**config.mk**
```make
export PLATFORM = sky130hd
export DESIGN_NAME = uart_receiver_flat
export DESIGN_NICKNAME = d
export VERILOG_FILES = /design/src/rtl/uart_pkg.sv /design/src/rtl/uart_receiver_if.sv /design/src/rtl/sync_2ff.sv /design/src/rtl/uart_receiver.sv /design/src/flat_wrapper.sv
export SDC_FILE = /design/constraint.sdc
export NUM_CORES = 1
export LEC_CHECK = 0
export ABC_AREA = 1
export BUFFER_PORTS_ARGS = -buffer_cell sky130_fd_sc_hd__buf_4
export CAP_MARGIN = 5
export CORE_MARGIN = 2
export CORE_UTILIZATION = 41
export DETAILED_ROUTE_END_ITERATION = 12
export HOLD_SLACK_MARGIN = 0.1
export SLEW_MARGIN = 0
export SYNTH_ARGS = -nofsm -noshare
export SYNTH_HDL_FRONTEND = slang
export SYNTH_SLANG_ARGS = --single-unit
```
**constraint.sdc**
```tcl
create_clock -name i_clk -period 1.5 [get_ports i_clk]
set_clock_uncertainty 0.15 [all_clocks]
set_input_delay 0.3 -clock i_clk [delete_from_list [all_inputs] [get_ports i_clk]]
set_output_delay 0.3 -clock i_clk [all_outputs]
set_load 0.03 [all_outputs]
```
**src/rtl/uart_pkg.sv**
```systemverilog
// Shared UART constants, receiver FSM state encoding and frame outcome classification.
// Imported by both the receive and transmit paths.
package uart_pkg;

    localparam int unsigned SIZE_DATA   = 8;
    localparam int unsigned OVER_SAMPLE = 16;
    localparam int unsigned MID_SAMPLE  = 8;

    typedef enum logic [1:0] {
        IDLE  = 2'd0,
        START = 2'd1,
        DATA  = 2'd2,
        STOP  = 2'd3
    } rx_state_e;

    typedef enum logic [1:0] {
        RX_NONE      = 2'd0,
        RX_DONE      = 2'd1,
        RX_OVERRUN   = 2'd2,
        RX_FRAME_ERR = 2'd3
    } rx_outcome_e;

    // A low stop bit is a framing error regardless of FIFO state.
    function automatic rx_outcome_e rx_outcome(input logic stop_bit, input logic fifo_full);
        if (!stop_bit) begin
            return RX_FRAME_ERR;
        end
        return fifo_full ? RX_OVERRUN : RX_DONE;
    endfunction

endpackage

```
**src/rtl/uart_receiver_if.sv**
```systemverilog
// Receiver-to-RX-FIFO interface: character, strobes, status and the FIFO-full back-pressure.
// master = receiver side, slave = FIFO side.
interface uart_receiver_if #(
    parameter int unsigned DATA_W = uart_pkg::SIZE_DATA
);
    logic              i_fifo_full;
    logic [DATA_W-1:0] o_rx_data;
    logic              o_rx_done;
    logic              o_frame_err;
    logic              o_overrun;
    logic              o_busy;

    modport master (
        input  i_fifo_full,
        output o_rx_data,
        output o_rx_done,
        output o_frame_err,
        output o_overrun,
        output o_busy
    );

    modport slave (
        output i_fifo_full,
        input  o_rx_data,
        input  o_rx_done,
        input  o_frame_err,
        input  o_overrun,
        input  o_busy
    );
endinterface

```
**src/rtl/sync_2ff.sv**
```systemverilog
// Two-flop synchronizer for a single asynchronous input; reset value is parameterized
// so idle-high lines do not see a false edge when leaving reset.
module sync_2ff #(
    parameter logic RST_VAL = 1'b1
) (
    input  logic i_clk,
    input  logic i_rst,
    input  logic i_d,
    output logic o_q
);
    logic meta_q;
    logic sync_q;

    always_ff @(posedge i_clk or posedge i_rst) begin
        if (i_rst) begin
            meta_q <= RST_VAL;
            sync_q <= RST_VAL;
        end else begin
            meta_q <= i_d;
            sync_q <= meta_q;
        end
    end

    assign o_q = sync_q;
endmodule

```
**src/rtl/uart_receiver.sv**
```systemverilog
// Oversampling UART receiver: 1 start, SIZE_DATA data bits LSB first, 1 stop, no parity.
// Delivers each character to the RX FIFO with a one-cycle strobe plus framing/overrun pulses.
module uart_receiver #(
    parameter int unsigned SIZE_DATA   = uart_pkg::SIZE_DATA,
    parameter int unsigned OVER_SAMPLE = uart_pkg::OVER_SAMPLE,
    parameter int unsigned MID_SAMPLE  = uart_pkg::MID_SAMPLE
) (
    input  logic             i_clk,
    input  logic             i_rst,
    input  logic             i_stick,
    input  logic             i_rx_serial,
    uart_receiver_if.master  rx_if
);
    import uart_pkg::*;

    localparam int unsigned TICK_W = $clog2(OVER_SAMPLE);
    localparam int unsigned BIT_W  = $clog2(SIZE_DATA + 1);

    localparam logic [TICK_W-1:0] TICK_MID  = TICK_W'(MID_SAMPLE - 1);
    localparam logic [TICK_W-1:0] TICK_LAST = TICK_W'(OVER_SAMPLE - 1);
    localparam logic [BIT_W-1:0]  BIT_LAST  = BIT_W'(SIZE_DATA - 1);

    logic rx_s;

    rx_state_e             state_q,     state_d;
    logic [TICK_W-1:0]     tick_cnt_q,  tick_cnt_d;
    logic [BIT_W-1:0]      bit_cnt_q,   bit_cnt_d;
    logic [SIZE_DATA-1:0]  shift_q,     shift_d;
    logic [SIZE_DATA-1:0]  rx_data_q,   rx_data_d;
    logic                  rx_done_q,   rx_done_d;
    logic                  frame_err_q, frame_err_d;
    logic                  overrun_q,   overrun_d;
    logic                  busy_q,      busy_d;

    sync_2ff #(
        .RST_VAL (1'b1)
    ) u_rx_sync (
        .i_clk (i_clk),
        .i_rst (i_rst),
        .i_d   (i_rx_serial),
        .o_q   (rx_s)
    );

    always_ff @(posedge i_clk or posedge i_rst) begin
        if (i_rst) begin
            state_q     <= IDLE;
            tick_cnt_q  <= '0;
            bit_cnt_q   <= '0;
            shift_q     <= '0;
            rx_data_q   <= '0;
            rx_done_q   <= 1'b0;
            frame_err_q <= 1'b0;
            overrun_q   <= 1'b0;
            busy_q      <= 1'b0;
        end else begin
            state_q     <= state_d;
            tick_cnt_q  <= tick_cnt_d;
            bit_cnt_q   <= bit_cnt_d;
            shift_q     <= shift_d;
            rx_data_q   <= rx_data_d;
            rx_done_q   <= rx_done_d;
            frame_err_q <= frame_err_d;
            overrun_q   <= overrun_d;
            busy_q      <= busy_d;
        end
    end

    // Next-state, counters and outcome; everything holds unless an oversample tick arrives.
    always_comb begin
        state_d     = state_q;
        tick_cnt_d  = tick_cnt_q;
        bit_cnt_d   = bit_cnt_q;
        shift_d     = shift_q;
        rx_data_d   = rx_data_q;
        rx_done_d   = 1'b0;
        frame_err_d = 1'b0;
        overrun_d   = 1'b0;

        if (i_stick) begin
            tick_cnt_d = tick_cnt_q + TICK_W'(1);
            unique case (state_q)
                IDLE: begin
                    if (!rx_s) begin
                        tick_cnt_d = '0;
                        state_d    = START;
                    end
                end
                START: begin
                    if (tick_cnt_q == TICK_MID) begin
                        tick_cnt_d = '0;
                        if (!rx_s) begin
                            bit_cnt_d = '0;
                            state_d   = DATA;
                        end else begin
                            state_d = IDLE;
                        end
                    end
                end
                DATA: begin
                    if (tick_cnt_q == TICK_LAST) begin
                        tick_cnt_d = '0;
                        shift_d    = {rx_s, shift_q[SIZE_DATA-1:1]};
                        bit_cnt_d  = bit_cnt_q + BIT_W'(1);
                        if (bit_cnt_q == BIT_LAST) begin
                            state_d = STOP;
                        end
                    end
                end
                STOP: begin
                    // Leaving at mid stop bit gives half a bit of slack to catch the next start edge.
                    if (tick_cnt_q == TICK_LAST) begin
                        tick_cnt_d = '0;
                        state_d    = IDLE;
                        unique case (rx_outcome(rx_s, rx_if.i_fifo_full))
                            RX_DONE: begin
                                rx_data_d = shift_q;
                                rx_done_d = 1'b1;
                            end
                            RX_OVERRUN: begin
                                rx_data_d = shift_q;
                                overrun_d = 1'b1;
                            end
                            RX_FRAME_ERR: begin
                                frame_err_d = 1'b1;
                            end
                            default: begin
                            end
                        endcase
                    end
                end
                default: begin
                    state_d = IDLE;
                end
            endcase
        end

        busy_d = (state_d != IDLE);
    end

    assign rx_if.o_rx_data   = rx_data_q;
    assign rx_if.o_rx_done   = rx_done_q;
    assign rx_if.o_frame_err = frame_err_q;
    assign rx_if.o_overrun   = overrun_q;
    assign rx_if.o_busy      = busy_q;

endmodule

```
**src/flat_wrapper.sv**
```systemverilog
// flat-port wrapper written by rule: the top's interface ports become plain ports
module uart_receiver_flat import uart_pkg::*;
#(
    parameter int unsigned SIZE_DATA   = uart_pkg::SIZE_DATA,
    parameter int unsigned OVER_SAMPLE = uart_pkg::OVER_SAMPLE,
    parameter int unsigned MID_SAMPLE  = uart_pkg::MID_SAMPLE
)
  (i_clk, i_rst, i_stick, i_rx_serial, rx_if_i_fifo_full, rx_if_o_rx_data, rx_if_o_rx_done, rx_if_o_frame_err, rx_if_o_overrun, rx_if_o_busy);
  uart_receiver_if rx_if_i ();
  input  logic i_clk;
  input  logic i_rst;
  input  logic i_stick;
  input  logic i_rx_serial;
  input wire logic [$bits(rx_if_i.i_fifo_full)-1:0] rx_if_i_fifo_full;
  output wire logic [$bits(rx_if_i.o_rx_data)-1:0] rx_if_o_rx_data;
  output wire logic [$bits(rx_if_i.o_rx_done)-1:0] rx_if_o_rx_done;
  output wire logic [$bits(rx_if_i.o_frame_err)-1:0] rx_if_o_frame_err;
  output wire logic [$bits(rx_if_i.o_overrun)-1:0] rx_if_o_overrun;
  output wire logic [$bits(rx_if_i.o_busy)-1:0] rx_if_o_busy;
  assign rx_if_i.i_fifo_full = rx_if_i_fifo_full;
  assign rx_if_o_rx_data = rx_if_i.o_rx_data;
  assign rx_if_o_rx_done = rx_if_i.o_rx_done;
  assign rx_if_o_frame_err = rx_if_i.o_frame_err;
  assign rx_if_o_overrun = rx_if_i.o_overrun;
  assign rx_if_o_busy = rx_if_i.o_busy;
  uart_receiver #(.SIZE_DATA(SIZE_DATA), .OVER_SAMPLE(OVER_SAMPLE), .MID_SAMPLE(MID_SAMPLE)) u_core (.i_clk(i_clk), .i_rst(i_rst), .i_stick(i_stick), .i_rx_serial(i_rx_serial), .rx_if(rx_if_i));
endmodule
```
==> metrics.cfg <==
[outcome]
status = finished with violations
violations = negative setup slack

[setup_path]
worst-r2r-setup-slack_ns = -0.01
endpoint_kind = register
path_max_fanout = 16
worst_r2r_path_depth = 6
worst-path-buf-inv = 0
r2r-start = u_core.tick_cnt_q[0]
critPathLaunchType = register
worst-setup-path-type = register to register
slowest_delay_ns = 0.40
crit_family = simple AND/OR/NAND/NOR gates
critPathRequiredTime_ns = 1.51
slowest_stage = dfrtp_1
r2r_end = u_core.shift_q[0]
crit_chain = ha_4, nand3_4, nor2_4, nand2_2, nand2_1, o21ai_2
crit_arrival_ns = 1.52

[yosys]
synthFlopType = dfrtp_1
yosysTopAreaCell = dfrtp_1
synth_seq_cells = 32
seq_area_frac_synth = 0.531
yosysMostFrequentCell = nand2_1
async_flop_share = 1.00
ys_types = 22
synth_simple_gate_area_share = 0.246
synth_xor_area_frac = 0.0116
avgSynthCellArea_um2 = 8.84
synth_area_leaders = dfrtp_1 50%, nand2_1 14%, o21ai_2 8.7%
yosysWarnings = 0
synthMuxAreaShare = 0
synth_top_family_by_area = simple AND/OR/NAND/NOR gates
yosys.area_share.adder = 0.0166
synth_compound_area_frac = 0.112
syn_inst = 171
synth_commonest_cells = 57 x nand2_1, 30 x dfrtp_1, 25 x inv_1
synth_fp_nets = 178
yosysTopAreaCellShare = 0.497
synth_area_um2 = 1510
synth_edf_count = 0

[pwr]
leakage_nw = 0.935
total_power_mw = 2.65
vdd.ir_drop.worst_mv = 0.754
p_per_area_nw_per_um2 = 1390

[worst_hold_path]
min_from = i_stick
hold_path_end = u_core.tick_cnt_q[2]
worstHoldPathType = input port to register
hold_depth = 2

[place]
placed_area_um2 = 1720
gp_congestion = 0.798
io_buffers = 16
hpwlAfterDp_um = 1940
dp.cells = 238

[global_route]
grt_pass1_wl_um = 4910
grt_max_degree = 33
grt-ovfl-total = 0
grt_pass1_vias = 1164
track_usage = 0.155
grt_antenna_before_repair = 0

[run]
cap_violations = 0

[sta]
finalMaxSlewViolations = 0
finalHoldViolCount = 0
rsz0062_at_grt = yes
tightest_slew_ns = 0.352
post-route-period-util = 1.01
setup_ws_ns = -0.0105
period_needed_ns = 1.51
timing.fmax_ghz = 0.662
slew-limit-headroom = 0.764
setup_violations = 5
tns_ns = -0.0256

[routing]
wirelength_um = 2770
vias_per_cell = 4.62
drc_errors = 0
ant_nets = 0
vias = 1159
dr.pass1.iters = 4
first_iter_violations = 45
drt-wirelength-per-cell_um = 11.0

[layout]
multiInputGateArea_um2 = 616
drive_gt1_frac = 0.305
fin_cells = 251
fin_util = 0.530
finalNetCount = 209
seq_area_um2 = 803
fillCellCount = 345
insertedDiodeCount = 0
finalInstanceArea_um2 = 1910
syn2layout_area_growth_pct = 26.4

[cts]
cts.sinks = 32
cts_inserted_buffers = 5
cts_root_buf = clkbuf_8
tritoncts = yes
worstSkewPairLatency_ns = 0.28
path_clk_slew_ns = 0.07
clockBufferDepth = 2
htree_levels = 2

[floorplanning]
io-pin-count = 17
die_h_um = 64.7
start_util = 0.419
fp.dieW_um = 64.7
core_um2 = 3610
die_area_um2 = 4190
row_count = 22

[flip-flops by register name, summed over array words and instances, names as in the netlist, 2 cells and up]
| name | count |
|---|---|
| u_core.bit_cnt_q | 4 |
| u_core.rx_if.o_rx_data | 8 |
| u_core.shift_q | 8 |
| u_core.state_q | 2 |
| u_core.tick_cnt_q | 4 |
[through the flow]
step / worst slack [ns] / hold WS, ns
finish: -0.0105 / 0.113
global route: -0.111 / 0.128
CTS: -0.00922 / 0.108
detailed placement: -0.0494 / 0.197
global placement: 0.00277 / 0.197
floorplan: 0.0132 / 0.154
[how the worst max path moves through the flow]
| stage | slack [ns] | depth (start not counted) | start | endpoint |
|---|---|---|---|---|
| 2_1_floorplan | 0.01 | 7 | u_core.tick_cnt_q[0] | u_core.shift_q[2] |
| 3_3_place_gp | 0.003 | 6 | u_core.tick_cnt_q[0] | u_core.rx_if.o_rx_data[7] |
| 3_5_place_dp | -0.05 | 8 | u_core.tick_cnt_q[1] | u_core.bit_cnt_q[1] |
| 4_1_cts | -0.009 | 6 | u_core.tick_cnt_q[0] | u_core.shift_q[0] |
| 5_1_grt | -0.11 | 6 | u_core.tick_cnt_q[0] | u_core.shift_q[5] |
| 6_report | -0.01 | 6 | u_core.tick_cnt_q[0] | u_core.shift_q[0] |
[cell usage in the layout, fill, tap and decap left out, types with 3 or more instances in the layout]
master         count
a21oi_1            4
nand2_1           56
o21ai_2           15
clkbuf_8           5
dfrtp_1           30
buf_4             23
nand3_1            5
nor2_1            11
inv_1             25
dlygate4sd3_1      3
[per-layer routing]
metal	GRT usage	routed length, µm	up-vias
met5	0	0	-
met4	0.106	13	0
met3	0.0486	110	2
met2	0.249	1410	27
met1	0.177	1230	539
li1	-	-	591
[report_power, final]
group / total [mW] / internal [mW] / switching [mW] / leakage [nW]
logic: 0.717 / 0.299 / 0.418 / 0.457
clock network: 0.819 / 0.491 / 0.328 / 0.0541
registers: 1.11 / 0.975 / 0.136 / 0.424
total: 2.65 / 1.77 / 0.882 / 0.935
[final cells by class]
cell class / instances / area share
clock buffer: 5 / 0.0360
clock inverter: 3 / 0.0223
inverter: 26 / 0.0511
multi-input combinational: 110 / 0.322
sequential: 32 / 0.420
tap: 48 / 0.0314
timing repair buffer: 27 / 0.117
[cell families after synthesis]
| kind of cell | count (synthesis) |
|---|---|
| xor gates and xnor gates | 2 |
| DFF | 32 |
| and+or+nand+nor | 84 |
| buffers and inverters | 29 |
| AOI/OAI and AO/OA | 22 |
| adders and majority gates | 2 |
[what timing repair did]
action / in CTS / in global routing
cloned: 0 / 0
pin swaps: 1 / 3
hold buffers: 3 / 0
endpoints found under the hold margin: 33 / 0
setup endpoints to repair: 26 / 26
setup buffers: 0 / 2
gates resized for setup: 5 / 3
Power figures use the tool's default switching activity.
